<file path="src/rtl/arb_pkg.sv">
// Shared definitions for the 4-way round-robin mux arbiter.
//   N_REQ         : number of requesters
//   SEL_W         : width of the binary mux select
//   state_t       : arbiter state (IDLE / GRANT)
//   onehot_to_idx : one-hot grant vector -> binary index
package arb_pkg;

   localparam int N_REQ = 4;
   localparam int SEL_W = 2;

   typedef enum logic {IDLE, GRANT} state_t;

   // OR-reduction form: only correct for one-hot (or zero) inputs,
   // which is all the arbiter ever feeds it.
   function automatic logic [SEL_W-1:0] onehot_to_idx(input logic [N_REQ-1:0] oh);
      logic [SEL_W-1:0] idx;
      idx = '0;
      for (int i = 0; i < N_REQ; i++)
         if (oh[i]) idx = idx | SEL_W'(i);
      return idx;
   endfunction

endpackage

</file>
<file path="src/rtl/rr_pick_4.sv">
// Combinational round-robin pick over four requesters.
//   req         : request vector
//   ptr         : last served requester; search starts at ptr+1
//   pick_onehot : one-hot winner (zero when no request)
//   pick_idx    : binary index of the winner
module rr_pick_4
   import arb_pkg::*;
(
   input  logic [N_REQ-1:0] req,
   input  logic [SEL_W-1:0] ptr,
   output logic [N_REQ-1:0] pick_onehot,
   output logic [SEL_W-1:0] pick_idx
);

   logic [SEL_W-1:0] base;
   logic [7:0]       dbl_req;
   logic [7:0]       dbl_pick;
   logic [3:0]       rot;
   logic [3:0]       rot_pick;

   assign base    = ptr + 2'd1;

   // Rotate so that requester ptr+1 lands at bit 0.
   assign dbl_req = {req, req};
   assign rot     = dbl_req[base +: 4];

   // Lowest set bit wins in the rotated frame.
   assign rot_pick = rot & (~rot + 4'd1);

   // Rotate back into requester numbering.
   assign dbl_pick    = {rot_pick, rot_pick};
   assign pick_onehot = dbl_pick[(3'd4 - {1'b0, base}) +: 4];
   assign pick_idx    = onehot_to_idx(pick_onehot);

endmodule

</file>
<file path="src/rtl/rr_mux_arbiter_4.sv">
// Round-robin arbiter/sequencer for a 4-input W-bit AND-OR mux. A grant
// is held for a whole packet (until a handshake with last=1), followed by
// one IDLE bubble cycle before the next arbitration.
// Optional feature macro ARB_TIMEOUT_EN: revokes a grant after TIMEOUT
// consecutive GRANT cycles without in_valid from the owner, pulsing timeout.
//   clk, rst              : clock, synchronous active-high reset
//   in_valid/last/data    : four requester streams (data i at [i*W +: W])
//   in_ready              : per-requester ready
//   out_valid/last/data   : muxed output stream, out_ready from downstream
//   grant, sel, busy      : one-hot grant, binary select, GRANT-state flag
//   timeout               : (ARB_TIMEOUT_EN only) 1-cycle revoke pulse
module rr_mux_arbiter_4
   import arb_pkg::*;
#(
   parameter int W       = 4,
   parameter int TIMEOUT = 16
)(
   input  logic               clk,
   input  logic               rst,
   input  logic [N_REQ-1:0]   in_valid,
   input  logic [N_REQ-1:0]   in_last,
   input  logic [N_REQ*W-1:0] in_data,
   output logic [N_REQ-1:0]   in_ready,
   output logic               out_valid,
   output logic               out_last,
   output logic [W-1:0]       out_data,
   input  logic               out_ready,
   output logic [N_REQ-1:0]   grant,
   output logic [SEL_W-1:0]   sel,
   output logic               busy
`ifdef ARB_TIMEOUT_EN
   ,
   output logic               timeout
`endif
);

   if (TIMEOUT < 2 || TIMEOUT > 255) begin : g_bad_timeout
      $error("TIMEOUT must be in 2..255");
   end

   state_t           state, state_nxt;
   logic [N_REQ-1:0] grant_nxt;
   logic [SEL_W-1:0] sel_nxt;
   logic [SEL_W-1:0] ptr, ptr_nxt;
   logic [N_REQ-1:0] pick_onehot;
   logic [SEL_W-1:0] pick_idx;
   logic             end_pkt;
   logic             release_grant;

   rr_pick_4 u_pick (
      .req         (in_valid),
      .ptr         (ptr),
      .pick_onehot (pick_onehot),
      .pick_idx    (pick_idx)
   );

   // Output path: grant is zero in IDLE, so everything below reads as
   // idle without needing a state qualifier.
   always_comb begin
      out_data = '0;
      for (int i = 0; i < N_REQ; i++)
         out_data = out_data | (in_data[i*W +: W] & {W{grant[i]}});
   end

   assign out_valid = |(in_valid & grant);
   assign out_last  = |(in_last & grant);
   assign in_ready  = grant & {N_REQ{out_ready}};
   assign busy      = (state == GRANT);
   assign end_pkt   = out_valid & out_ready & out_last;

`ifdef ARB_TIMEOUT_EN
   localparam logic [7:0] TO_LAST = 8'(TIMEOUT - 1);

   logic [7:0] idle_cnt;
   logic       to_hit;

   // The cycle that would make the idle count reach TIMEOUT releases.
   assign to_hit        = busy && !out_valid && (idle_cnt == TO_LAST);
   assign release_grant = end_pkt | to_hit;

   always_ff @(posedge clk) begin
      if (rst) begin
         idle_cnt <= '0;
         timeout  <= 1'b0;
      end else begin
         timeout <= to_hit;
         if (!busy || out_valid || to_hit) idle_cnt <= '0;
         else                              idle_cnt <= idle_cnt + 8'd1;
      end
   end
`else
   assign release_grant = end_pkt;
`endif

   always_comb begin
      state_nxt = state;
      grant_nxt = grant;
      sel_nxt   = sel;
      ptr_nxt   = ptr;
      case (state)
         IDLE: begin
            if (|in_valid) begin
               grant_nxt = pick_onehot;
               sel_nxt   = pick_idx;
               state_nxt = GRANT;
            end
         end
         GRANT: begin
            if (release_grant) begin
               grant_nxt = '0;
               ptr_nxt   = sel;
               state_nxt = IDLE;
            end
         end
         default: state_nxt = IDLE;
      endcase
   end

   always_ff @(posedge clk) begin
      if (rst) begin
         state <= IDLE;
         grant <= '0;
         sel   <= '0;
         ptr   <= 2'd3;
      end else begin
         state <= state_nxt;
         grant <= grant_nxt;
         sel   <= sel_nxt;
         ptr   <= ptr_nxt;
      end
   end

endmodule

</file>
<file path="config.mk">
export PLATFORM = sky130hd
export DESIGN_NAME = rr_mux_arbiter_4
export DESIGN_NICKNAME = d
export VERILOG_FILES = /design/src/rtl/arb_pkg.sv /design/src/rtl/rr_pick_4.sv /design/src/rtl/rr_mux_arbiter_4.sv
export SDC_FILE = /design/constraint.sdc
export NUM_CORES = 1
export LEC_CHECK = 0
export ABC_AREA = 1
export BUFFER_PORTS_ARGS = -buffer_cell sky130_fd_sc_hd__buf_2
export CORE_ASPECT_RATIO = 1.5
export CORE_MARGIN = 2
export CORE_UTILIZATION = 41
export CTS_CLUSTER_DIAMETER = 80
export DETAILED_ROUTE_END_ITERATION = 6
export PLACE_DENSITY = 0.75
export SLEW_MARGIN = 20
export SYNTH_ARGS = -nofsm -noshare
export SYNTH_HDL_FRONTEND = slang
export SYNTH_SLANG_ARGS = --single-unit
export TNS_END_PERCENT = 100
</file>
<file path="constraint.sdc">
create_clock -name clk -period 1.7 [get_ports clk]
set_input_delay 0.085 -clock clk [delete_from_list [all_inputs] [get_ports clk]]
set_output_delay 0.085 -clock clk [all_outputs]
set_load 0.03 [all_outputs]
</file>
==> out/qor.txt <==
Worst setup SP type - register
CP arrival - 1.86 ns
Slowest cell on crit path - dfxtp_2
Final Max Slew Viols - 0
Antenna Violating Nets Remaining - 0
Nets - 231
P_leak - 0.000702 uW
Max Fanout on Critical Path - 6
Worst IR Drop VDD - 0.000263 V
Antenna Cells - 0
Total track usage - 20.6%
Gp weighted congestion - 0.818
Area growth syn-to-layout - 37.6%
Post-DP HPWL - 2110 microns
Router iterations before antenna repair - 4
Post-route DRC - 0
CTS clk-pin slew, worst paths - 0.06 ns
Hold Fails Final Rpt - 0
Die W - 42.3 microns
Die area - 0.00260 sq mm
Final Non-Filler Cells - 224
Fmax - 0.602 GHz
Flop and latch count out of synthesis - 9
YS warnings - 0
Fillers - 201
Post-Syn Nets - 180
First-pass GRT wire length - 4180 microns
Clock Sinks - 9
Longest Clk Path Bufs - 2
H-tree levels - 1
IO Count - 44
Core area - 0.00205 sq mm
Most frequent cells in the layout - nand2_1, buf_2, nand3_1
Unrepaired setup endpoints after global routing - true
Final core occ - 60.5%
Row count - 20
Pwr per Cell Area - 523 mW/mm^2
Cell Area, Synth - 902 sq um
Initial core utilization - 44.0%
Critical path class - register to register
CTS root buffer - clkbuf_4
Max-cap violations - 0
Gate Count Post-Synth - 152
Worst Max-Slew Pin Slew - 0.448 ns
Worst stage delay on the critical path - 0.34 ns
DP Cell Count - 217
TNS Setup - 0 ns
Vias after detailed routing - 1,149
Worst rel slew slack - 69.8%
Final setup viols - 0
Share of cells above drive strength 1 - 43.6%
Crit path time final - 1.66 ns
CTS tree - built
Post-Syn Area per Cell - 5.93 sq um
Worst path required time - 1.90 ns
Sequential fraction of the synthesis area - 20.0%
Most common cell after layout, fill and taps aside - nand2_1
Detail-routed via count per cell - 5.13
Tightest Hold Check Type - primary input to register
Detailed-route wire length - 2570 microns
Status - finished clean
Yosys cell types - 26
Initial DRC count - 34
Drt wl/cell - 11.5 microns
Initial antenna violation count - 0
Number of global-route vias before repair - 1,070
Pin count of the biggest net entering global routing - 12
Clk_skew - 0.00484 ns
Die H - 61.5 microns
CTS Hold Bufs - 0
Critical-path cell list - ha_4, buf_4, nand3_4, nand2_4, nand2_4, nor2_4, nand2_2, nand3_1, nand2_2, a21oi_2, nor2_1, nor2_1
GR Overflow Total - 0
Port bufs - 43
CP Capture Type - register
CTS Buf Count - 3
Fin crit share - 97.7%
Clk_lat worst skew - 0.26 ns
-- path summary, 6_finish.rpt --
kind | slack, ns | end | startpoint | cells past startpoint
max reg2reg | 0.04 | sel[0]$_SDFFE_PP0P_ | ptr[0]$_SDFFE_PP1P_ | 12
max | 0.04 | sel[0]$_SDFFE_PP0P_ | ptr[0]$_SDFFE_PP1P_ | 12
min | 0.08 | grant[0]$_SDFFE_PP0P_ | rst | 2
min reg2reg | 0.49 | ptr[1]$_SDFFE_PP1P_ | sel[1]$_SDFFE_PP0P_ | 2
-- worst max-delay path, delay by kind of cell (launching register included) --
family / cells / cell delay (ns)
simple gates: 9 / 0.68
flops: 1 / 0.34
fa+ha+maj: 1 / 0.30
compound gates: 1 / 0.14
buf+inv: 1 / 0.12
-- logic make-up after synthesis --
kind of cell	Yosys count	synth area share, %
flip-flops	9	20.0
AND/OR/NAND/NOR	103	55.8
adder cells (fa/ha/maj)	1	1.39
buffers and inverters	26	12.8
XOR/XNOR	1	1.80
AO/OA/AOI/OAI	12	8.32
-- Yosys cell counts --
| master | instances | area share, % |
|---|---|---|
| dfxtp_1 | 9 | 20 |
| nand2_1 | 57 | 24 |
| nand4_1 | 8 | 5.5 |
| a221oi_1 | 1 | 0.97 |
| inv_2 | 5 | 2.1 |
| o21ai_1 | 2 | 1.1 |
| nand3_2 | 2 | 2.2 |
| o211ai_1 | 2 | 1.7 |
| a21oi_1 | 5 | 2.8 |
| a211oi_1 | 1 | 0.83 |
| nand3_4 | 1 | 1.9 |
| buf_2 | 2 | 1.1 |
| nand2_2 | 10 | 6.9 |
| buf_6 | 2 | 2.5 |
| xnor2_2 | 1 | 1.8 |
| inv_1 | 13 | 5.4 |
| nand3_1 | 16 | 8.9 |
| nor2_1 | 5 | 2.1 |
| nor2_4 | 1 | 1.2 |
| clkinv_1 | 1 | 0.42 |
| nor4_1 | 1 | 0.69 |
| a21oi_2 | 1 | 0.97 |
| nand2_4 | 2 | 2.5 |
| clkbuf_1 | 2 | 0.83 |
| ha_1 | 1 | 1.4 |
| buf_1 | 1 | 0.42 |
-- registers in the layout, summed over array words and instances, names as in the netlist --
| name | cells |
|---|---|
| grant | 4 |
| ptr | 2 |
| sel | 2 |
| busy | 1 |
-- where the power goes --
part           leakage (uW)  internal, uW  switching, uW
combinational      0.000615          87.9            158
clock             0.0000150          90.5           76.4
sequential        0.0000726           221           15.4
total              0.000702           400            250
-- cell type report --
cell class | instances | area [sq um] | area share, %
well taps | 22 | 27.5 | 2.22
flip-flops and latches | 9 | 183 | 14.7
repair buffers | 53 | 294 | 23.7
clock buffers | 4 | 26.3 | 2.12
multi-input cells | 117 | 637 | 51.3
inverters | 19 | 73.8 | 5.95
-- metrics by stage --
stage                     setup WS [ns]  power, uW  cell area (sq um)  hold WS (ns)
after CTS                       0.00509        641               1200        0.0834
after global routing            -0.0784        689               1240        0.0823
after floorplan                  0.0183        396                902         0.333
after global placement           0.0129        475               1150         0.348
after detailed placement        -0.0544        479               1150         0.349
final                            0.0385        650               1240        0.0796
-- metal layers --
layer / vias to the layer above / GRT usage [%] / part of all wire (%)
li1: 587 / - / -
met5: - / 0 / 0
met2: 42 / 43.3 / 56
met4: 0 / 7.14 / 0.89
met3: 4 / 5.28 / 8.7
met1: 516 / 18.8 / 35
-- what timing repair did --
action | CTS | global route
buffers inserted | 0 | 3
pin swaps | 0 | 4
setup endpoints to repair | 3 | 6
gates resized for setup | 2 | 9
Power figures use the tool's default switching activity.
